==> src/rtl/div.sv <==
// Multi-cycle 32-bit integer divider (DIV / DIVU) for the execute stage.
// A restoring radix-2 divider that takes 33 clock edges after the request edge.
// It supports signed and unsigned operands, returns 0 on a zero divisor, and
// can be cancelled by a pipeline flush.
// result_o = {remainder, quotient}.
module div (
    input  logic        clk,
    input  logic        rst,
    input  logic        signed_div_i,
    input  logic [31:0] opdata1_i,
    input  logic [31:0] opdata2_i,
    input  logic        start_i,
    input  logic        annul_i,
    output logic [63:0] result_o,
    output logic        ready_o
);

    typedef enum logic [1:0] {
        FREE   = 2'd0,
        BYZERO = 2'd1,
        ON     = 2'd2,
        END    = 2'd3
    } state_t;

    state_t      state_r;
    logic [5:0]  cnt_r;
    // {partial remainder, dividend bits still to consume / quotient bits, spare}
    logic [64:0] dividend_r;
    logic [31:0] divisor_r;
    logic        neg_quo_r;
    logic        neg_rem_r;

    logic [31:0] op1_mag_s;
    logic [31:0] op2_mag_s;
    logic [32:0] diff_s;
    logic [31:0] quo_s;
    logic [31:0] rem_s;

    // Two's-complement negation, modulo 2^32.
    function automatic logic [31:0] neg32(input logic [31:0] v);
        return ~v + 32'd1;
    endfunction

    // Conditionally negate a 32-bit value.
    function automatic logic [31:0] cond_neg32(input logic [31:0] v, input logic neg);
        return neg ? neg32(v) : v;
    endfunction

    // Operand magnitudes at request time, plus the trial subtract and the signed result fix-up.
    always_comb begin
        op1_mag_s = cond_neg32(opdata1_i, signed_div_i & opdata1_i[31]);
        op2_mag_s = cond_neg32(opdata2_i, signed_div_i & opdata2_i[31]);
        diff_s    = {1'b0, dividend_r[63:32]} - {1'b0, divisor_r};
        quo_s     = cond_neg32(dividend_r[31:0], neg_quo_r);
        rem_s     = cond_neg32(dividend_r[64:33], neg_rem_r);
    end

    // Divider FSM: latch the request, iterate 32 times, then hold the result until it is consumed.
    always_ff @(posedge clk or negedge rst) begin
        if (!rst) begin
            state_r    <= FREE;
            cnt_r      <= 6'd0;
            dividend_r <= 65'd0;
            divisor_r  <= 32'd0;
            neg_quo_r  <= 1'b0;
            neg_rem_r  <= 1'b0;
            result_o   <= 64'd0;
            ready_o    <= 1'b0;
        end else begin
            case (state_r)
                FREE: begin
                    result_o <= 64'd0;
                    ready_o  <= 1'b0;
                    if (start_i && !annul_i) begin
                        dividend_r <= {32'd0, op1_mag_s, 1'b0};
                        divisor_r  <= op2_mag_s;
                        neg_quo_r  <= signed_div_i & (opdata1_i[31] ^ opdata2_i[31]);
                        neg_rem_r  <= signed_div_i & opdata1_i[31];
                        cnt_r      <= 6'd0;
                        state_r    <= (opdata2_i == 32'd0) ? BYZERO : ON;
                    end else begin
                        state_r <= FREE;
                    end
                end
                BYZERO: begin
                    result_o <= 64'd0;
                    if (annul_i) begin
                        ready_o <= 1'b0;
                        state_r <= FREE;
                    end else begin
                        ready_o <= 1'b1;
                        state_r <= END;
                    end
                end
                ON: begin
                    if (annul_i) begin
                        cnt_r    <= 6'd0;
                        result_o <= 64'd0;
                        ready_o  <= 1'b0;
                        state_r  <= FREE;
                    end else if (cnt_r == 6'd32) begin
                        result_o <= {rem_s, quo_s};
                        ready_o  <= 1'b1;
                        cnt_r    <= 6'd0;
                        state_r  <= END;
                    end else begin
                        // A borrow means the divisor did not fit: shift in a 0 quotient bit.
                        if (diff_s[32]) begin
                            dividend_r <= {dividend_r[63:0], 1'b0};
                        end else begin
                            dividend_r <= {diff_s[31:0], dividend_r[31:0], 1'b1};
                        end
                        cnt_r    <= cnt_r + 6'd1;
                        result_o <= 64'd0;
                        ready_o  <= 1'b0;
                        state_r  <= ON;
                    end
                end
                END: begin
                    if (start_i && !annul_i) begin
                        state_r <= END;
                    end else begin
                        result_o <= 64'd0;
                        ready_o  <= 1'b0;
                        state_r  <= FREE;
                    end
                end
                default: begin
                    cnt_r    <= 6'd0;
                    result_o <= 64'd0;
                    ready_o  <= 1'b0;
                    state_r  <= FREE;
                end
            endcase
        end
    end

endmodule
==> config.mk <==
export PLATFORM = sky130hd
export DESIGN_NAME = div
export DESIGN_NICKNAME = d
export VERILOG_FILES = /design/src/rtl/div.sv
export SDC_FILE = /design/constraint.sdc
export NUM_CORES = 1
export LEC_CHECK = 0
export ABC_CLOCK_PERIOD_IN_PS = 9500
export BUFFER_PORTS_ARGS = -buffer_cell sky130_fd_sc_hd__buf_2
export CAP_MARGIN = 20
export CORE_ASPECT_RATIO = 1.25
export CORE_MARGIN = 5
export CORE_UTILIZATION = 52
export DETAILED_ROUTE_END_ITERATION = 10
export GPL_TIMING_DRIVEN = 0
export PLACE_DENSITY = 0.81
export SETUP_SLACK_MARGIN = 0.1
export SLEW_MARGIN = 15
export SYNTH_ARGS = -nofsm -noshare
export SYNTH_HDL_FRONTEND = slang
export SYNTH_SLANG_ARGS = --single-unit
==> constraint.sdc <==
create_clock -name clk -period 9.5 [get_ports clk]
set_input_delay 0.475 -clock clk [delete_from_list [all_inputs] [get_ports clk]]
set_output_delay 0.475 -clock clk [all_outputs]
set_load 0.1 [all_outputs]
==> flow_summary.yaml, run 1 <==
outcome:
  outcome: "completed"
synth:
  seq_area_frac_synth_pct: 38.72
  muxShareOfSynthArea_pct: 1.351
  syn_inst: 1338
  synth_compound_area_share_pct: 22.77
  synth_edf_count: 0
  syn_area_per_cell_um2: 8.309
  synth_top_area_share_pct: 38.72
  synth_xor_xnor_area_share_pct: 10.95
  synth_nets: 1451
  synth_top_family_by_area: "compound AO/OA/AOI/OAI gates"
  yosys.area_share.adder_pct: 5.020
  synth_ff_type: "dfrtp_1"
  ys_ff_latch: 172
  synth_area_leaders: "dfrtp_1, o21ai_0, nand2_1"
  synth-simple-area-share_pct: 16.96
  syn_area_mm2: 0.01112
  ys_warn_count: 0
  synth_top_area_cell: "dfrtp_1"
  async_flop_share_pct: 100.0
  ys_types: 62
global_route:
  antenna_found_initial: 1
  grt_first_pass_wirelength_mm: 48.92
  grt_pass1_vias: 9961
  grt_overflow: 0
  grt_usage_pct: 24.56
  grt_max_degree: 102
timing:
  finalSetupTns_ps: 0
  period_share_pct: 43.00
  finalCriticalPeriod_ps: 4085
  relSlewSlack_pct: 37.75
  max_freq_ghz: 0.2448
  finalSetupViolCount: 0
  hold_viol: 0
  whs_ps: 55.38
  skew_ps: 8.095
  slew_viol_final: 0
  tightestPinTransition_ps: 925.3
  rsz0062_at_grt: "no"
detailed_routing:
  drt-total-wl_mm: 30.27
  wl_per_cell_um: 17.00
  firstDrtPassIters: 5
  drtIter0Drc: 742
  vias: 10300
  avgViaCountPerCell: 5.785
  ant_nets: 0
  drc: 0
finish:
  drive_gt1_share_pct: 11.76
  fin_cells: 1780
  final_cell_area_mm2: 0.01275
  final_common_cell: "o21ai_0"
  syn_to_final_growth_pct: 14.66
  final_nets: 1605
  final_cell_mix: "o21ai_0, nand2_1, dfrtp_1"
  fill_cells: 1878
cts:
  cts_buffer_depth: 2
  tritoncts: "built"
  post_cts_buffers: 0
  clk_pin_slew_ps: 70
  insertion_delay_ps: 440
  h-tree-depth: 4
  cts_made_buffers: 17
  cts.sinks: 172
  root_buffer: "clkbuf_16"
  cts_hold_buf: 0
  post_cts_resized: 0
placed_design:
  hpwl_mm: 23.58
  dpl.cell_count: 1746
  port_buffers: 133
  dpl-instance-area_mm2: 0.01216
  place.gp.congestion: 0.9372
floorplan:
  start_util_pct: 53.03
  die_area_mm2: 0.02442
  io_pins: 134
  fp-row-count: 59
  coreArea_mm2: 0.02097
  die_h_um: 173.5
  die_x_um: 140.8
critical_path:
  cp-start-kind: "register"
  crit_slowest_cell: "clkbuf_1"
  worstPathCellList: "ha_1 -> nor2b_1 -> o31ai_1 -> a211oi_1 -> or3_1 -> a221o_1 -> a31oi_1 -> clkbuf_1 -> clkbuf_1 -> a32oi_1 -> o21ai_0"
  worstPathMaxFanout: 10
  path_common_cell: "clkbuf_1"
  critPathRequiredTime_ps: 9840
  worst-path-buf-inv: 2
  cp-end-kind: "register"
  ff2ff_setup_slack_ps: 5410
  arrival_ps: 4430
  path_class: "reg2reg"
  slowest_delay_ps: 490
  crit_family: "compound AO/OA/AOI/OAI gates"
power:
  max-vdd-ir-drop_mv: 0.1442
  p_per_area_mw_per_mm2: 157.8
  p_leak_nw: 5.975
worst_hold_path:
  hp-class: "in2async"
flow_run:
  maxCapViolCount: 0
[worst paths after layout]
check                                     from        endpoint  depth (start not counted)
worst max-delay path            dividend_r[34]  dividend_r[42]                         11
worst min-delay path                       rst    result_o[28]                          1
worst max register to register  dividend_r[34]  dividend_r[42]                         11
worst min register to register    result_o[22]    result_o[22]                          2
max in group asynchronous                  rst   divisor_r[29]                          2
min in group clk                       annul_i      state_r[1]                          2
[per-stage QoR]
step	power, mW	setup WS (ps)	util, %
floorplan	1.189	6215	-
global placement	1.319	5399	57.84
detailed placement	1.336	5475	58.02
CTS	2.015	5447	60.77
global route	2.115	5198	60.80
finish	2.011	5415	60.80
[cell type report]
class | count | area (um2) | area share (%)
well taps | 274 | 342.8 | 2.689
plain buffers | 68 | 256.5 | 2.012
clock buffers | 19 | 442.9 | 3.475
flip-flops and latches | 172 | 4304 | 33.77
inverters | 57 | 214.0 | 1.678
clock inverters | 13 | 133.9 | 1.050
multi-input cells | 1041 | 6342 | 49.75
repair buffers | 135 | 708.2 | 5.556
diodes | 1 | 2.502 | 0.01963
[cells in the mapped netlist (3+ instances only)]
| library cell | count |
|---|---|
| nor2_1 | 68 |
| o41ai_1 | 12 |
| a22o_1 | 3 |
| and3_1 | 5 |
| a32oi_1 | 14 |
| o21a_1 | 4 |
| nor4_1 | 7 |
| mux2i_1 | 15 |
| xnor2_1 | 47 |
| nor3_1 | 12 |
| or3_1 | 27 |
| nand2b_1 | 8 |
| nor3b_1 | 4 |
| a211oi_1 | 6 |
| a31oi_1 | 6 |
| nand3_1 | 12 |
| xor2_1 | 92 |
| and2_1 | 5 |
| inv_1 | 57 |
| clkbuf_1 | 65 |
| or2_2 | 3 |
| or4_1 | 14 |
| or3_4 | 3 |
| nand2_1 | 218 |
| ha_1 | 43 |
| dfrtp_1 | 172 |
| a21o_1 | 12 |
| o31ai_1 | 31 |
| nor2b_1 | 7 |
| nand4_1 | 7 |
| nand3b_1 | 5 |
| o21bai_1 | 3 |
| a21oi_1 | 96 |
| o21ai_0 | 220 |
[report_power, final]
group          internal (mW)  switching, mW
logic                  0.179          0.278
registers              0.797         0.0745
clock network          0.373          0.310
total                   1.35          0.662
[cell families after synthesis]
family	Yosys count
AND/OR/NAND/NOR	411
XOR/XNOR	139
multiplexers	15
buffers and inverters	125
AO/OA/AOI/OAI	432
flip-flops	172
adder cells (fa/ha/maj)	44
[state kept, by name, summed over array words and instances (netlist names)]
register,cells
result_o,64
divisor_r,32
neg_rem_r,1
cnt_r,6
dividend_r,65
state_r,2
neg_quo_r,1
ready_o,1
[layer usage]
layer	up-vias	routed length (um)	GRT usage (%)	share of wire, %
met2	398	15290	43.37	51
met4	0	974	9.572	3.2
li1	5024	-	-	-
met5	-	0	0	0
met1	4806	11910	29.90	39
met3	69	2102	3.891	6.9
(Power assumes the default switching activity.)
==> run 2, diff against run 1 <==
- ABC_CLOCK_PERIOD_IN_PS: 9500 -> 3600
- PLACE_DENSITY: 0.81 -> 0.83
- clock period: 9.5 -> 3.6 ns (I/O delays scaled with it)
==> flow_summary.yaml, run 2 (synthesis gave the netlist of run 1 again) <==
placed_design:
  place.gp.congestion: 0.9468
  hpwl_mm: 23.16
  port_buffers: 133
  dp_slack_ps: -380.9
floorplan:
  io_pins: 134
  die_x_um: 140.8
  die_area_mm2: 0.02442
  coreArea_mm2: 0.02097
  start_util_pct: 53.03
  fp-row-count: 59
  die_h_um: 173.5
global_route:
  grt_pass1_vias: 9995
  grt_overflow: 0
  grt_usage_pct: 24.61
  grt_max_degree: 101
  antenna_found_initial: 0
  grt_first_pass_wirelength_mm: 49.29
critical_path:
  arrival_ps: 3770
  path_class: "reg2reg"
  critPathRequiredTime_ps: 3920
  ff2ff_setup_slack_ps: 150
  worstPathMaxFanout: 5
  r2r_cells: 9
  crit_path_end: "result_o[63]"
  startpoint: "dividend_r[45]"
  cp-start-kind: "register"
  cp-end-kind: "register"
  r2r_end: "result_o[63]"
  reg2reg_from: "dividend_r[45]"
cts:
  h-tree-depth: 4
  root_buffer: "clkbuf_16"
  cts.sinks: 172
  insertion_delay_ps: 440
  cts_made_buffers: 17
  cts_buffer_depth: 2
  clk_pin_slew_ps: 70
  tritoncts: "built"
detailed_routing:
  vias: 10340
  drc: 0
  drt-total-wl_mm: 30.17
  wl_per_cell_um: 16.92
  avgViaCountPerCell: 5.799
  drtIter0Drc: 789
  ant_nets: 0
  firstDrtPassIters: 5
power:
  swShare_pct: 33.37
  p_sw_mw: 1.748
  internal-power_mw: 3.491
  p_per_area_mw_per_mm2: 408.3
  p_total_mw: 5.239
  p_clk_share_pct: 33.0
  pwr-share-comb_pct: 23.1
  p_leak_nw: 5.994
  max-vdd-ir-drop_mv: 0.3349
  p_seq_share_pct: 43.9
finish:
  largest_register_ffs: 65
  regMostFlops: "dividend_r"
  drive_gt1_share_pct: 13.19
  top_regs: "dividend_r (65), result_o (64), divisor_r (32)"
  final_nets: 1609
  final_common_cell: "o21ai_0"
  multi_input_area_mm2: 0.006396
  final_cell_mix: "o21ai_0, nand2_1, dfrtp_1"
  layout.area.seq_mm2: 0.004309
  fill_cells: 1791
  syn_to_final_growth_pct: 15.43
  antenna_cells: 0
  post-route-util_pct: 61.21
worst_hold_path:
  hp-class: "in2reg"
timing:
  rsz0062_at_grt: "yes"
  fin_ws_ps: 146.7
  tightestPinTransition_ps: 838.6
  relSlewSlack_pct: 43.58
  finalCriticalPeriod_ps: 3453
  slew_viol_final: 0
  period_share_pct: 95.92
  max_freq_ghz: 0.2896
  hold_viol: 0
  skew_ps: 8.005
  finalSetupViolCount: 0
outcome:
  outcome: "completed"
flow_run:
  maxCapViolCount: 0
## run 2: worst min path at each step
stage / startpoint / endpoint / slack, ps / cells past startpoint
global placement: annul_i / state_r[1] / 430 / 2
global route: start_i / state_r[1] / 60 / 3
detailed placement: rst / divisor_r[4] / 180 / 1
finish: opdata2_i[21] / divisor_r[21] / 50 / 3
floorplan: rst / cnt_r[0] / -120 / 0
CTS: start_i / state_r[1] / 50 / 3
## run 2: layout make-up
cell class / count / share of cell area, %
Buffer: 68 / 2.145
Clock inverter: 14 / 0.8775
Sequential cell: 172 / 33.58
Tap cell: 274 / 2.672
Timing Repair Buffer: 139 / 5.792
Inverter: 57 / 1.667
Multi-Input combinational cell: 1041 / 49.84
Clock buffer: 18 / 3.422
## run 2: metal layers
layer	vias up	GRT usage [%]	part of all wire [%]
li1	5026	-	-
met1	4788	30.57	40
met4	0	10.26	3.9
met2	444	42.25	49
met5	-	0	0
met3	81	4.139	7.7
## run 2: metrics by stage
step / hold slack, ps / instances / cell area (um2) / setup TNS (ps)
after floorplan: -115.6 / 1338 / 11120 / 0
after global placement: 431.0 / 1745 / 12130 / -37050
after detailed placement: 182.4 / 1746 / 12160 / -6852
after CTS: 45.56 / 1780 / 12770 / 0
after global routing: 57.56 / 1783 / 12830 / 0
final: 49.09 / 1783 / 12830 / 0
## run 2: worst max-delay path, stage by stage, from the launching register on
cell and delay, ps:
dfrtp_2 450, or3_4 400, or3_4 350, or4_4 440
or3_4 340, or3_4 360, or3_4 410, o41ai_4 270
xor2_2 240, o21ai_1 80
## run 2: repair_timing
| item | CTS | global route |
|---|---|---|
| setup endpoints to repair | 34 | 34 |
| endpoints found under the hold margin | 73 | 0 |
| hold buffers | 2 | 0 |
| buffers inserted | 0 | 2 |
| pin swaps | 0 | 4 |
| gates resized for setup | 13 | 10 |
## run 2: power groups by stage
stage | Clock, mW | Combinational, mW | Sequential, mW
final | 1.73 | 1.21 | 2.30
after global routing | 1.82 | 1.37 | 2.33
after CTS | 1.74 | 1.20 | 2.29
after detailed placement | 0 | 1.19 | 2.33
after global placement | 0 | 1.16 | 2.32
after floorplan | 0 | 0.860 | 2.28
==> run 3, diff against run 2 <==
- BUFFER_PORTS_ARGS: -buffer_cell sky130_fd_sc_hd__buf_2 -> -buffer_cell sky130_fd_sc_hd__buf_4
- PLACE_DENSITY: 0.83 -> default
- PLACE_DENSITY_LB_ADDON: default -> 0.25
==> flow_summary.yaml, run 3 (synthesis gave the netlist of run 1 again) <==
outcome:
  outcome: "completed"
critical_path:
  cp-start-kind: "register"
  arrival_ps: 3790
  cp-end-kind: "register"
  path_class: "reg2reg"
  worstPathMaxFanout: 6
  critPathRequiredTime_ps: 3920
power:
  p_leak_nw: 6.109
  p_per_area_mw_per_mm2: 404.2
  max-vdd-ir-drop_mv: 0.3538
cts:
  cts_buffer_depth: 2
  clk_pin_slew_ps: 80
  insertion_delay_ps: 440
  h-tree-depth: 4
  root_buffer: "clkbuf_16"
  cts_made_buffers: 17
  cts.sinks: 172
  tritoncts: "built"
timing:
  finalSetupTns_ps: 0
  rsz0062_at_grt: "yes"
  fin_ws_ps: 131.2
  relSlewSlack_pct: 44.84
  skew_ps: 13.37
  hold_viol: 0
  finalCriticalPeriod_ps: 3469
  slew_viol_final: 0
  max_freq_ghz: 0.2883
  tightestPinTransition_ps: 819.8
  period_share_pct: 96.35
  finalSetupViolCount: 0
global_route:
  grt_usage_pct: 25.66
  grt_overflow: 0
  antenna_found_initial: 0
  grt_max_degree: 99
  grt_first_pass_wirelength_mm: 50.85
  grt_pass1_vias: 10330
finish:
  antenna_cells: 0
  syn_to_final_growth_pct: 19.66
  regMostFlops: "dividend_r"
  final_cell_mix: "o21ai_0, nand2_1, dfrtp_1"
  fill_cells: 1874
  multi_input_area_mm2: 0.006454
  final_nets: 1617
  final_common_cell: "o21ai_0"
  largest_register_ffs: 65
  drive_gt1_share_pct: 14.04
  layout.area.seq_mm2: 0.004309
  top_regs: "dividend_r (65), result_o (64), divisor_r (32)"
placed_design:
  dp_slack_ps: -405.3
  place.gp.congestion: 0.9170
  port_buffers: 133
  hpwl_mm: 24.49
detailed_routing:
  drt-total-wl_mm: 31.63
  vias: 10450
  ant_nets: 0
  drc: 0
  wl_per_cell_um: 17.66
  firstDrtPassIters: 5
  drtIter0Drc: 673
  avgViaCountPerCell: 5.833
floorplan:
  die_area_mm2: 0.02442
  coreArea_mm2: 0.02097
  start_util_pct: 53.03
  fp-row-count: 59
  die_x_um: 140.8
  die_h_um: 173.5
  io_pins: 134
worst_hold_path:
  hp-class: "in2reg"
flow_run:
  maxCapViolCount: 0
==> run 3: cell types whose count changed in the layout (fill, tap and decap cells not counted), moves of 3 or more <==
cell,change
inv_8,+4
buf_2,-132
buf_4,+140
clkinvlp_4,-3
==> run 3: worst max-delay path, stage by stage (launching register included) <==
cell and delay (ps):
dfrtp_2 450, or3_4 390, or3_4 340, or4_4 430, or3_4 340, or3_4 380
or3_4 350, o41ai_4 260, xor2_2 330, o21ai_2 80
==> run 3: final cells by class <==
class	instances	share of cell area (%)
clock buffers	18	3.226
well taps	274	2.577
repair buffers	147	8.521
clock inverters	14	1.063
plain buffers	68	2.097
inverters	57	1.608
multi-input cells	1041	48.51
flip-flops and latches	172	32.39
==> run 3: repair_timing <==
item,4_1_cts,5_1_grt
hold buffers,2,0
resized for setup,12,29
setup buffers,6,4
setup endpoints to repair,34,40
pin swaps,2,2
hold endpoints to repair,75,0
==> run 3: layer usage <==
| metal | global-route usage [%] | vias to the layer above | share of wire [%] |
|---|---|---|---|
| li1 | - | 5051 | - |
| met5 | 0 | - | 0 |
| met2 | 45.19 | 389 | 51 |
| met3 | 3.974 | 80 | 6.2 |
| met4 | 12.40 | 0 | 3.8 |
| met1 | 30.32 | 4927 | 39 |
==> run 3: metrics by stage <==
step           total power [mW]  hold WS, ps  std cells  area [um2]  utilization (%)
3_5_place_dp              3.548        182.9       1746       12490            59.59
2_1_floorplan             3.138       -115.6       1338       11120                -
6_report                  5.377        31.18       1791       13300            63.45
4_1_cts                   5.348        32.43       1786       13170            62.80
3_3_place_gp              3.504        433.1       1745       12460            59.42
5_1_grt                   5.656        40.42       1791       13300            63.45
==> run 3: worst paths after layout <==
check,slack [ps],from,cells after the start,to
max in group asynchronous,2440,rst,3,dividend_r[45]
worst max register to register,130,dividend_r[44],9,result_o[63]
worst max-delay path,130,dividend_r[44],9,result_o[63]
min in group asynchronous,280,rst,2,result_o[4]
worst min-delay path,30,opdata2_i[9],3,divisor_r[9]
worst min register to register,480,divisor_r[14],2,divisor_r[14]
==> run 3: power by group <==
part | leakage [nW] | total (mW) | switching (mW) | internal (mW)
clock | 0.279 | 1.82 | 0.890 | 0.926
sequential | 2.30 | 2.30 | 0.202 | 2.10
combinational | 3.53 | 1.26 | 0.750 | 0.508
total | 6.11 | 5.38 | 1.84 | 3.54
